===== src/rtl/ff_d_rr_ctrl.sv =====
// Round-robin arbiter and load sequencer for one shared D-register.
// The winning requester loads the register up to HOLD_MAX times per grant.
module ff_d_rr_ctrl #(
    parameter int N_REQ    = 4,
    parameter int DW       = 8,
    parameter int HOLD_MAX = 4
) (
    input  logic                     clk,
    input  logic                     rst,
    input  logic [N_REQ-1:0]         i_req,
    input  logic [N_REQ*DW-1:0]      i_data,
    output logic [N_REQ-1:0]         o_gnt,
    output logic [DW-1:0]            o_data,
    output logic                     o_valid,
    output logic [$clog2(N_REQ)-1:0] o_owner
);
    localparam int OW = $clog2(N_REQ);
    localparam int CW = $clog2(HOLD_MAX + 1);

    typedef enum logic {IDLE, OWN} state_t;

    state_t          state;
    logic [OW-1:0]   ptr;
    logic [CW-1:0]   cnt;
    logic            found;
    logic [OW-1:0]   pick;
    int unsigned     idx;
    logic [DW-1:0]   data_arr [N_REQ];

    always_comb begin
        for (int unsigned k = 0; k < N_REQ; k++) begin
            data_arr[k] = i_data[k*DW +: DW];
        end
    end

    // First active request scanning from ptr upward with wrap.
    always_comb begin
        found = 1'b0;
        pick  = '0;
        idx   = 0;
        for (int unsigned i = 0; i < N_REQ; i++) begin
            idx = (32'(ptr) + i) % N_REQ;
            if (!found && i_req[OW'(idx)]) begin
                found = 1'b1;
                pick  = OW'(idx);
            end
        end
    end

    always_ff @(posedge clk) begin
        if (rst) begin
            state   <= IDLE;
            o_gnt   <= '0;
            o_data  <= '0;
            o_valid <= 1'b0;
            o_owner <= '0;
            ptr     <= '0;
            cnt     <= '0;
        end else begin
            case (state)
                IDLE: begin
                    o_valid <= 1'b0;
                    if (found) begin
                        o_gnt   <= {{(N_REQ-1){1'b0}}, 1'b1} << pick;
                        o_data  <= data_arr[pick];
                        o_valid <= 1'b1;
                        o_owner <= pick;
                        cnt     <= CW'(1);
                        state   <= OWN;
                    end
                end
                OWN: begin
                    if (i_req[o_owner] && (cnt < CW'(HOLD_MAX))) begin
                        o_data  <= data_arr[o_owner];
                        o_valid <= 1'b1;
                        cnt     <= cnt + CW'(1);
                    end else begin
                        o_gnt   <= '0;
                        o_valid <= 1'b0;
                        ptr     <= (o_owner == OW'(N_REQ-1)) ? '0 : o_owner + OW'(1);
                        state   <= IDLE;
                    end
                end
                default: state <= IDLE;
            endcase
        end
    end
endmodule


===== config.mk =====
export PLATFORM = sky130hd
export DESIGN_NAME = ff_d_rr_ctrl
export DESIGN_NICKNAME = d
export VERILOG_FILES = /design/src/rtl/ff_d_rr_ctrl.sv
export SDC_FILE = /design/constraint.sdc
export NUM_CORES = 1
export LEC_CHECK = 0
export ABC_AREA = 1
export BUFFER_PORTS_ARGS = -buffer_cell sky130_fd_sc_hd__buf_2
export CORE_UTILIZATION = 45
export CTS_CLUSTER_DIAMETER = 30
export DETAILED_ROUTE_END_ITERATION = 12
export PLACE_DENSITY = 0.75
export SETUP_SLACK_MARGIN = 0.02
export SLEW_MARGIN = 20
export SYNTH_ARGS = -nofsm -noshare
export SYNTH_HDL_FRONTEND = slang
export SYNTH_SLANG_ARGS = --single-unit

===== constraint.sdc =====
create_clock -name clk -period 1.8 [get_ports clk]
set_input_delay 0 -clock clk [delete_from_list [all_inputs] [get_ports clk]]
set_output_delay 0 -clock clk [all_outputs]
set_load 0.02 [all_outputs]

==> Implementation_results.wiki, run 1 <==
{| class="wikitable"
! Metric !! Value
|-
| Critical path start-end classification || reg2reg
|-
| DRC marker count from the first detailed-route iteration || 129
|-
| First-pass GRT wire length || 8.369 mm
|-
| Violated checks || setup timing
|-
| Total standard cell area after synthesis || 1652 um2
|-
| Final number of max-transition violations || 0
|-
| Compound-Gate Fraction of Synth Area || 0.1856
|-
| Post-synthesis sequential area ratio || 0.2424
|-
| Number of library cell types mapped by synthesis || 22
|-
| Filler-free cell count of the finished design || 403
|-
| Library cell with the highest instance count after synthesis || sky130_fd_sc_hd__nand2_1
|-
| Depth of the worst register-to-register path || 12
|-
| Clock Sinks || 20
|-
| CP Cell Sequence || buf_6, nand2_4, nand2_4, nand2_2, nand2_2, nor2_4, nand3b_1, o21ai_4, buf_12, nor2_1, nand2_1, a21oi_1
|-
| Total Negative Setup Slacks || -1.206 ns
|-
| Vias per cell || 5.159
|-
| Final WS setup || -0.1401 ns
|-
| Number of nets in the finished design || 398
|-
| Ys flop type || sky130_fd_sc_hd__dfxtp_1
|-
| RSZ-0062 raised after global routing || yes
|-
| Synthesized netlist cell count || approximately 290
|-
| Total count of hold-check failures in the final report || 0
|-
| Average routed wire per standard cell || 12.70 um
|-
| Final clock skew || 0.004164 ns
|-
| Drt total wl || 5.119 mm
|-
| Top cells by area, synth || sky130_fd_sc_hd__dfxtp_1 (24%), sky130_fd_sc_hd__nand2_1 (23%), sky130_fd_sc_hd__nand3_1 (10%), sky130_fd_sc_hd__o21ai_0 (6.7%), sky130_fd_sc_hd__nor2_1 (5.9%)
|-
| Clock tree from TritonCTS || built
|-
| Hold Crit Depth || 5
|-
| Number of logic stages on the critical path including buffering || 12
|-
| Upper clock frequency limit || approximately 0.52 GHz
|-
| Run status || finished, violations left
|-
| Final critical-path share of the clock period || 1.078
|-
| Clock network latency to the later pin of the worst-skew pair || between 0.3 and 0.4 ns
|-
| Leading post-synthesis cells by instance count || sky130_fd_sc_hd__nand2_1 (100), sky130_fd_sc_hd__nand3_1 (34), sky130_fd_sc_hd__nor2_1 (26)
|-
| Total Power || about 4.8 mW
|-
| Largest delay contributor family on the critical path || simple AND/OR/NAND/NOR gates
|-
| Adder-cell share of the synthesized area || 0.01515
|-
| Initial antenna violation count || 0
|-
| Starting Density || 0.4835
|-
| Area enclosed by the die boundary || just under 4000 um2
|-
| Share of cell area taken by muxes after synthesis || 0
|-
| Clock buffer depth || 2
|-
| Count of buffer and inverter cells on the critical path || 2
|-
| Final RePlAce weighted congestion || 0.8056
|-
| Number of max-cap violations || 0
|-
| Avg Synthesized Cell Area || roughly 5.8 um2
|-
| Leakage dissipation || 1.178 nW
|-
| Slowest cell on crit path || sky130_fd_sc_hd__dfxtp_4
|-
| Highest cell delay on the worst timing path || approximately 0.40 ns
|-
| Count of port buffers added during placement || 52
|-
| Largest voltage drop on the vdd net || 0.7745 mV
|-
| Largest family of logic cells by synthesized area || simple AND/OR/NAND/NOR gates
|-
| Diodes inserted || 0
|-
| Die span in x || between 60 and 70 um
|-
| FF-to-FF setup slack || -0.14 ns
|-
| Yosys warning count || 0
|-
| Post-synthesis register bit count || 20
|-
| Depth of the CTS H-tree || 1
|-
| Share of the synthesized netlist area taken by xor and xnor gates || 0
|-
| Highest fanout seen on the critical path || 8
|-
| Net Count, Synth || ~330
|-
| Total number of vias || 2079
|-
| Worst-margin pin slew || 0.4292 ns
|-
| I/O pin count || 53
|-
| Std-Cell Core Area || 3416 um2
|-
| Number of routed nets with antenna violations || 0
|-
| Arrival time at the worst endpoint || 2.15 ns
|-
| Number of global-route vias before repair || 1931
|-
| Global Route Usage Sum || 0.2644
|-
| HPWL after DPL || about 3.5 mm
|-
| Area overhead of the layout relative to synthesis || 40.08%
|-
| Number of cells after detailed placement || 390
|-
| Die Span Y || between 60 and 70 um
|-
| Min-Delay Path Class || in2reg
|-
| Critical path capture point type || register
|-
| Basic-gate share of the synthesized area counting and, or, nand and nor cells || 0.4500
|-
| Cell area power density || 2075 nW/um2
|-
| Worst Setup Start Kind || register
|-
| Final design utilization || 0.6773
|-
| Area share of the largest cell type after synthesis || 0.2424
|-
| CTS buffer count || 3
|-
| Cell chosen for the clock root || sky130_fd_sc_hd__clkbuf_4
|-
| Required time of the critical path || around 2.0 ns
|-
| Post-route DRC || 0
|-
| Floorplan row count || 21
|-
| Clk pin slew, worst setup/hold paths || between 0.1 and 0.15 ns
|-
| Detailed-routing iteration count for the pre-antenna-repair pass || 4
|-
| Pin count of the biggest net entering global routing || 25
|-
| Pre-CTS setup slack || -0.04992 ns
|-
| Max-Slew Margin vs Limit || 0.7136
|-
| Final-report setup violation count || 12
|-
| Aggregate global routing overflow || 0
|-
| Fraction of layout cells with a size suffix above 1 || 0.3782
|-
| Post-synth EDFFs || 0
|-
| Period minus WS final || 1.940 ns
|-
| Ys async rst share || 0
|-
| Fillers || around 320
|-
| Post-synthesis cell type with the largest combined area || sky130_fd_sc_hd__dfxtp_1
|}
[cell families after synthesis]
family,Yosys count
adder cells (fa/ha/maj),2
buffers and inverters,35
AND/OR/NAND/NOR,173
flip-flops,20
AO/OA/AOI/OAI,57
[cell usage in the layout (no fill, tap or decap), types with 7 or more instances in the layout]
master                     n
sky130_fd_sc_hd__nand3_1  32
sky130_fd_sc_hd__buf_6     9
sky130_fd_sc_hd__nand2_2  24
sky130_fd_sc_hd__inv_1    16
sky130_fd_sc_hd__o21ai_0  20
sky130_fd_sc_hd__buf_2    52
sky130_fd_sc_hd__a21oi_1  14
sky130_fd_sc_hd__nand2_1  80
sky130_fd_sc_hd__buf_4    17
sky130_fd_sc_hd__nor2_1   22
sky130_fd_sc_hd__dfxtp_1  18
sky130_fd_sc_hd__o21ai_1   9
sky130_fd_sc_hd__o22ai_1   7
[repair_timing]
item                                    in CTS  in global routing
pin swaps                                   13                 10
gates resized for setup                     19                 39
buffers inserted                             2                  6
endpoints found under the setup margin      12                 17
endpoints found under the hold margin        6                  4
[flip-flops by register name, summed over array words and instances, names as in the netlist]
| register | cells |
|---|---|
| cnt | 3 |
| o_data | 8 |
| ptr | 2 |
| o_gnt | 4 |
| state | 1 |
| o_owner | 2 |
[layout make-up]
cell class	instances	area, um2	area share
clock buffers	4	36.28	0.01568
multi-input cells	232	1211	0.5235
flip-flops and latches	20	405.4	0.1752
well taps	46	57.56	0.02488
inverters	21	83.83	0.03624
repair buffers	80	519.2	0.2244
[report_power, final]
part	internal, mW	switching [mW]
Clock	0.124	0.145
Sequential	0.618	0.137
Combinational	1.53	2.24
[per-stage QoR]
step	instance area, um2	hold WS (ns)
floorplan	1652	0.2520
global placement	2027	0.2948
detailed placement	2027	0.2970
CTS	2141	-0.04162
global route	2313	0.08336
finish	2313	0.03179
[worst min-delay path, delay by kind of cell]
kind	cells	cell delay, ns
AND/OR/NAND/NOR	3	0.17
buffers and inverters	1	0.08
AO/OA/AOI/OAI	1	0.06
[layer usage]
metal	vias up	GRT usage	wire (um)
li1	1078	-	-
met1	910	0.3185	2127
met2	74	0.4647	2526
met3	17	0.05292	333
met4	0	0.08721	131
met5	-	0	0
[path summary, 6_finish.rpt]
path                   start         to
setup / recovery      ptr[0]  o_data[7]
hold / removal    i_data[21]  o_data[5]
setup reg to reg      ptr[0]  o_data[7]
hold reg to reg     o_gnt[0]   o_gnt[0]
Power figures use the tool's default switching activity.
==> run 2: changes to the inputs <==
--- a/config.mk
+++ b/config.mk
@@ -5,12 +5,11 @@
 export SDC_FILE = /design/constraint.sdc
 export NUM_CORES = 1
 export LEC_CHECK = 0
-export ABC_AREA = 1
 export BUFFER_PORTS_ARGS = -buffer_cell sky130_fd_sc_hd__buf_2
 export CORE_UTILIZATION = 45
 export CTS_CLUSTER_DIAMETER = 30
 export DETAILED_ROUTE_END_ITERATION = 12
-export PLACE_DENSITY = 0.75
+export PLACE_DENSITY = 0.77
 export SETUP_SLACK_MARGIN = 0.02
 export SLEW_MARGIN = 20
 export SYNTH_ARGS = -nofsm -noshare
==> Implementation_results.wiki, run 2 <==
{| class="wikitable"
! Metric !! Value
|-
| Run status || complete, no violations
|-
| Aggregate global routing overflow || 0 (unchanged)
|-
| Total number of vias || 1540 (-26%)
|-
| I/O pin count || 53 (unchanged)
|-
| CTS buffer count || 3 (unchanged)
|-
| Total Negative Setup Slacks || 0 ns (+1.206 ns)
|-
| Fillers || 279 (-12%)
|-
| Number of nets in the finished design || 249 (-37%)
|-
| Number of flip-flops under the largest register name || 8 (unchanged)
|-
| Die span in x || 59.16 um (-5.5%)
|-
| Slowest cell on crit path || sky130_fd_sc_hd__mux4_2
|-
| Min-Delay Path Class || in2reg
|-
| Average routed wire per standard cell || 16.74 um (+32%)
|-
| Final critical-path share of the clock period || 0.9412 (-0.1366)
|-
| Clock tree from TritonCTS || built
|-
| Die Span Y || 59.16 um (-5.5%)
|-
| Top library cells by usage in the layout, fill and taps aside || sky130_fd_sc_hd__buf_2 (52), sky130_fd_sc_hd__dfxtp_1 (18), sky130_fd_sc_hd__nor2_1 (14)
|-
| Critical path start-end classification || reg2reg
|-
| Highest fanout seen on the critical path || 5 (-3)
|-
| First-pass GRT wire length || 6.617 mm (-21%)
|-
| Diodes inserted || 0 (unchanged)
|-
| Upper clock frequency limit || 0.5902 GHz (+15%)
|-
| Starting Density || 0.4776 (-0.005874)
|-
| Drt total wl || 4.219 mm (-18%)
|-
| Cell chosen for the clock root || sky130_fd_sc_hd__clkbuf_4
|-
| Worst-margin pin slew || 0.4990 ns (+0.06981 ns)
|-
| Final clock skew || 0.009786 ns (+0.005623 ns)
|-
| Library cell with the highest instance count after synthesis || sky130_fd_sc_hd__dfxtp_1
|-
| Post-synthesis sequential area ratio || 0.2723 (+0.02992)
|-
| Depth of the CTS H-tree || 1 (unchanged)
|-
| Top cells by area, synth || sky130_fd_sc_hd__dfxtp_1 (27%), sky130_fd_sc_hd__mux4_2 (14%), sky130_fd_sc_hd__a221oi_1 (4.2%), sky130_fd_sc_hd__a221oi_2 (4.1%), sky130_fd_sc_hd__nor4b_2 (4.1%)
|-
| Avg Synthesized Cell Area || 9.736 um2 (+69%)
|-
| Cell area power density || 761.8 nW/um2 (-63%)
|-
| Highest cell delay on the worst timing path || 0.54 ns (+0.14 ns)
|-
| Post-synthesis register bit count || 20 (unchanged)
|-
| Clock Sinks || 20 (unchanged)
|-
| Floorplan row count || 20 (-4.8%)
|-
| Biggest regs || o_data x8, o_gnt x4, cnt x3
|-
| Number of routed nets with antenna violations || 0 (unchanged)
|-
| Largest voltage drop on the vdd net || 0.3242 mV (-58%)
|-
| Biggest register || o_data
|-
| Total count of hold-check failures in the final report || 0 (unchanged)
|-
| RSZ-0062 raised after global routing || no
|-
| Multi-input logic area || 1021 um2 (-16%)
|-
| Clk pin slew, worst setup/hold paths || 0.13 ns (+0.02 ns)
|-
| Arrival time at the worst endpoint || 1.93 ns (-0.22 ns)
|-
| Global Route Usage Sum || 0.2530 (-0.01143)
|-
| Final number of max-transition violations || 0 (unchanged)
|-
| Pin count of the biggest net entering global routing || 19 (-24%)
|-
| Total standard cell area after synthesis || 1470 um2 (-11%)
|-
| Ys flop type || sky130_fd_sc_hd__dfxtp_1
|-
| Number of max-cap violations || 0 (unchanged)
|-
| Period minus WS final || 1.694 ns (-0.2458 ns)
|-
| DRC marker count from the first detailed-route iteration || 137 (+6.2%)
|-
| Area share of the largest cell type after synthesis || 0.2723 (+0.02992)
|-
| Leakage dissipation || 0.7817 nW (-34%)
|-
| Count of port buffers added during placement || 52 (unchanged)
|-
| Total area of sequential cells || 402.9 um2 (-0.62%)
|-
| Clock network latency to the later pin of the worst-skew pair || 0.31 ns (about the same)
|-
| Non-Filler Cell Area, Final || 1886 um2 (-18%)
|-
| Synthesized netlist cell count || 151 (-47%)
|-
| Number of library cell types mapped by synthesis || 43 (+95%)
|-
| Net Count, Synth || 191 (-42%)
|-
| Post-route DRC || 0 (unchanged)
|-
| Placed Area || 1800 um2 (-11%)
|-
| Area overhead of the layout relative to synthesis || 28.26%
|-
| CTS hold repair buffers || 0
|-
| Critical path capture point type || register
|-
| HPWL after DPL || 3.158 mm (-9.0%)
|-
| Initial antenna violation count || 0 (unchanged)
|-
| Clock buffer depth || 2 (unchanged)
|-
| Yosys warning count || 0 (unchanged)
|-
| Final-report setup violation count || 0 (-12)
|-
| Worst Setup Start Kind || register
|-
| Leading post-synthesis cells by instance count || sky130_fd_sc_hd__dfxtp_1 (20), sky130_fd_sc_hd__nor2_1 (14), sky130_fd_sc_hd__nand2_1 (13)
|-
| CP Cell Sequence || mux4_2, nand2b_4, nor2_2, nor2_4, a22oi_1, a221oi_2
|-
| Post-synth EDFFs || 0 (unchanged)
|-
| Vias per cell || 6.111 (+18%)
|-
| Ys async rst share || 0 (unchanged)
|-
| Fraction of layout cells with a size suffix above 1 || 0.4808 (+0.1026)
|-
| Number of global-route vias before repair || 1465 (-24%)
|-
| Max-Slew Margin vs Limit || 0.6674 (-0.04622)
|-
| Std-Cell Core Area || 3078 um2 (-9.9%)
|-
| Area enclosed by the die boundary || 3499 um2 (-11%)
|-
| Post-synthesis cell type with the largest combined area || sky130_fd_sc_hd__dfxtp_1
|-
| Detailed-routing iteration count for the pre-antenna-repair pass || 4 (unchanged)
|-
| Final RePlAce weighted congestion || 0.8723 (+8.3%)
|-
| Commonest non-fill, non-tap cell in the layout || sky130_fd_sc_hd__buf_2
|-
| Required time of the critical path || 2.04 ns (+0.03 ns)
|}
[run 2: per-layer routing]
metal  wire length, um  global-route usage  vias up
met3               264             0.02402       12
met5                 0                   0        -
met4                80              0.1361        0
li1                  -                   -      714
met2              2104              0.4416       79
met1              1768              0.3064      735
[run 2: worst paths after layout]
kind | depth (start not counted) | endpoint | slack, ns | startpoint
setup / recovery | 6 | o_data[4] | 0.11 | o_owner[0]
hold / removal | 3 | o_data[5] | 0.1 | i_data[21]
setup reg to reg | 6 | o_data[4] | 0.11 | o_owner[0]
hold reg to reg | 2 | o_data[6] | 0.49 | o_data[6]
[run 2: through the flow]
step,hold WS (ns),setup slack [ns],utilization,instances,power (mW)
after detailed placement,0.4228,0.07901,0.5850,246,1.045
after global placement,0.4040,0.1437,0.5850,246,1.024
after CTS,0.08733,0.06958,0.6020,250,1.422
after floorplan,0.3042,0.05891,-,151,0.8770
after global routing,0.09341,0.01914,0.6126,252,1.507
final,0.09816,0.1058,0.6126,252,1.436
[run 2: cells by family after synthesis]
family                     count (synthesis)  synth area share
buffers and inverters                     15           0.04936
AOI/OAI and AO/OA                         50            0.2758
and+or+nand+nor                           46            0.1830
muxes                                     18            0.2025
DFF                                       20            0.2723
adders and majority gates                  2           0.01702
[run 2: timing repair]
item                       CTS  global route
resized for setup            0             5
setup endpoints to repair    0            11
buffers inserted             0             1
[run 2: cell type report]
cell class | instances | area share
clock buffers | 3 | 0.01194
multi-input cells | 117 | 0.5415
clock inverters | 1 | 0.01593
flip-flops and latches | 20 | 0.2137
well taps | 44 | 0.02920
repair buffers | 62 | 0.1778
inverters | 5 | 0.009954
[run 2: where the power goes]
group | internal, mW | total, mW | switching, mW
Combinational | 0.239 | 0.541 | 0.301
Clock | 0.225 | 0.379 | 0.154
Sequential | 0.487 | 0.517 | 0.0300
[run 2: worst max-delay path, delay by kind of cell, from the launching register on]
kind,cells,cell delay [ns]
DFF,1,0.35
and+or+nand+nor,3,0.37
AOI/OAI and AO/OA,2,0.38
muxes,1,0.54
==> run 3: changes to the inputs <==
--- a/config.mk
+++ b/config.mk
@@ -5,7 +5,7 @@
 export SDC_FILE = /design/constraint.sdc
 export NUM_CORES = 1
 export LEC_CHECK = 0
-export BUFFER_PORTS_ARGS = -buffer_cell sky130_fd_sc_hd__buf_2
+export BUFFER_PORTS_ARGS = -buffer_cell sky130_fd_sc_hd__buf_4
 export CORE_UTILIZATION = 45
 export CTS_CLUSTER_DIAMETER = 30
 export DETAILED_ROUTE_END_ITERATION = 12
==> Implementation_results.wiki, run 3 (synthesis gave the netlist of run 2 again) <==
{| class="wikitable"
! Metric !! Value
|-
| Biggest regs || o_data x8, o_gnt x4, cnt x3
|-
| Placed Area || 1931 um2 (+7.2%)
|-
| Worst-margin pin slew || 0.4201 ns (-0.07882 ns)
|-
| First-pass GRT wire length || 6.706 mm (+1.3%)
|-
| Fillers || 273 (-2.2%)
|-
| Non-Filler Cell Area, Final || 2008 um2 (+6.5%)
|-
| Number of global-route vias before repair || 1439 (-1.8%)
|-
| Leakage dissipation || 0.8100 nW (+3.6%)
|-
| Highest fanout seen on the critical path || 8 (+3)
|-
| Clk pin slew, worst setup/hold paths || 0.12 ns (about the same)
|-
| Cell area power density || 682.4 nW/um2 (-10%)
|-
| Final-report setup violation count || 0 (unchanged)
|-
| CTS buffer count || 3 (unchanged)
|-
| Drt total wl || 4.330 mm (+2.6%)
|-
| Pre-CTS setup slack || 0.05895 ns (-0.02006 ns)
|-
| Critical path capture point type || register
|-
| Final WS setup || 0.07672 ns (-0.02905 ns)
|-
| Worst Setup Start Kind || register
|-
| Std-Cell Core Area || 3078 um2 (unchanged)
|-
| Final clock skew || 0.005065 ns (-0.004722 ns)
|-
| Critical path start-end classification || reg2reg
|-
| Clock tree from TritonCTS || built
|-
| Number of flip-flops under the largest register name || 8 (unchanged)
|-
| Largest voltage drop on the vdd net || 0.2930 mV (-9.6%)
|-
| Arrival time at the worst endpoint || 1.94 ns (about the same)
|-
| Total Power || 1.370 mW (-4.6%)
|-
| Die Span Y || 59.16 um (unchanged)
|-
| HPWL after DPL || 3.206 mm (+1.5%)
|-
| Run status || complete, no violations
|-
| Fraction of layout cells with a size suffix above 1 || 0.4928 (+0.01198)
|-
| Number of cells after detailed placement || 246 (unchanged)
|-
| Floorplan row count || 20 (unchanged)
|-
| Detailed-routing iteration count for the pre-antenna-repair pass || 4 (unchanged)
|-
| Global Route Usage Sum || 0.2546 (+0.001615)
|-
| Biggest register || o_data
|-
| Number of routed nets with antenna violations || 0 (unchanged)
|-
| RSZ-0062 raised after global routing || yes
|-
| Count of port buffers added during placement || 52 (unchanged)
|-
| Final critical-path share of the clock period || 0.9574 (+0.01614)
|-
| Total number of vias || 1504 (-2.3%)
|-
| DRC marker count from the first detailed-route iteration || 99 (-28%)
|-
| Die span in x || 59.16 um (unchanged)
|-
| Clock Sinks || 20 (unchanged)
|-
| Cell chosen for the clock root || sky130_fd_sc_hd__clkbuf_4
|-
| Final RePlAce weighted congestion || 0.8102 (-7.1%)
|-
| Number of max-cap violations || 0 (unchanged)
|-
| Commonest non-fill, non-tap cell in the layout || sky130_fd_sc_hd__buf_4
|-
| Filler-free cell count of the finished design || 251 (-0.40%)
|-
| Required time of the critical path || 2.02 ns (-0.02 ns)
|-
| Final number of max-transition violations || 0 (unchanged)
|-
| Min-Delay Path Class || in2reg
|-
| Depth of the CTS H-tree || 1 (unchanged)
|-
| Clock buffer depth || 2 (unchanged)
|-
| Initial antenna violation count || 0 (unchanged)
|-
| Clock network latency to the later pin of the worst-skew pair || 0.30 ns (about the same)
|-
| Pin count of the biggest net entering global routing || 19 (unchanged)
|-
| Aggregate global routing overflow || 0 (unchanged)
|-
| Period minus WS final || 1.723 ns (+0.02905 ns)
|-
| Post-route DRC || 0 (unchanged)
|-
| I/O pin count || 53 (unchanged)
|-
| Final Hold Slack || 0.04459 ns (-0.05357 ns)
|-
| Total Negative Setup Slacks || 0 ns (unchanged)
|-
| Area enclosed by the die boundary || 3499 um2 (unchanged)
|-
| Diodes inserted || 0 (unchanged)
|-
| Upper clock frequency limit || 0.5803 GHz (-1.7%)
|-
| Number of nets in the finished design || 248 (-0.40%)
|-
| Total count of hold-check failures in the final report || 0 (unchanged)
|-
| Max-Slew Margin vs Limit || 0.7199 (+0.05255)
|-
| Area overhead of the layout relative to synthesis || 36.60%
|-
| Starting Density || 0.4776 (unchanged)
|-
| Vias per cell || 5.992 (-1.9%)
|-
| Top library cells by usage in the layout, fill and taps aside || sky130_fd_sc_hd__buf_4 (62), sky130_fd_sc_hd__dfxtp_1 (17), sky130_fd_sc_hd__nor2_1 (14)
|-
| Average routed wire per standard cell || 17.25 um (+3.0%)
|-
| Final design utilization || 0.6524 (+0.03984)
|}
==> run 3: cell count changes in the layout (fill, tap and decap cells not counted), sizes merged <==
cell    previous run  this run
bufinv             1         0
clkbuf             3         4
nor2              18        17
==> run 3: path summary, 6_finish.rpt <==
check | start | endpoint | slack (ns) | cells after the start
hold / removal | rst | ptr[1] | 0.04 | 2
hold reg to reg | o_data[6] | o_data[6] | 0.48 | 2
setup / recovery | o_owner[0] | o_data[4] | 0.08 | 6
setup reg to reg | o_owner[0] | o_data[4] | 0.08 | 6
==> run 3: power by group <==
group | internal, mW | switching (mW) | total, mW | leakage (nW)
registers | 0.487 | 0.0333 | 0.520 | 0.166
logic | 0.283 | 0.302 | 0.584 | 0.623
clock network | 0.123 | 0.143 | 0.266 | 0.0210
total | 0.893 | 0.478 | 1.37 | 0.810
==> run 3: repair_timing <==
| item | CTS | global route |
|---|---|---|
| setup endpoints to repair | 1 | 10 |
| pin swaps | 1 | 2 |
| hold buffers | 0 | 0 |
| buffers inserted | 1 | 0 |
| gates resized for setup | 0 | 10 |
==> run 3: routing by layer <==
| metal | global-route usage | routed length (um) | vias to the layer above |
|---|---|---|---|
| met5 | 0 | 0 | - |
| met2 | 0.4448 | 2212 | 80 |
| li1 | - | - | 705 |
| met1 | 0.3329 | 1791 | 717 |
| met4 | 0.06803 | 13 | 0 |
| met3 | 0.02838 | 312 | 2 |
==> run 3: cell type report <==
cell class                      instances  area [um2]  area share
Timing Repair Buffer                   62       465.4      0.2318
Clock buffer                            4       36.28     0.01807
Inverter                                5       18.77    0.009346
Multi-Input combinational cell        116        1026      0.5109
Sequential cell                        20       406.6      0.2025
Tap cell                               44       55.05     0.02741
==> run 3: critical path: stages (launching register included) <==
cell and delay (ns):
sky130_fd_sc_hd__dfxtp_2 0.36, sky130_fd_sc_hd__mux4_2 0.54, sky130_fd_sc_hd__nand2b_4 0.10, sky130_fd_sc_hd__nor2_2 0.05
sky130_fd_sc_hd__nor2_4 0.21, sky130_fd_sc_hd__a22oi_1 0.14, sky130_fd_sc_hd__a221oi_2 0.25
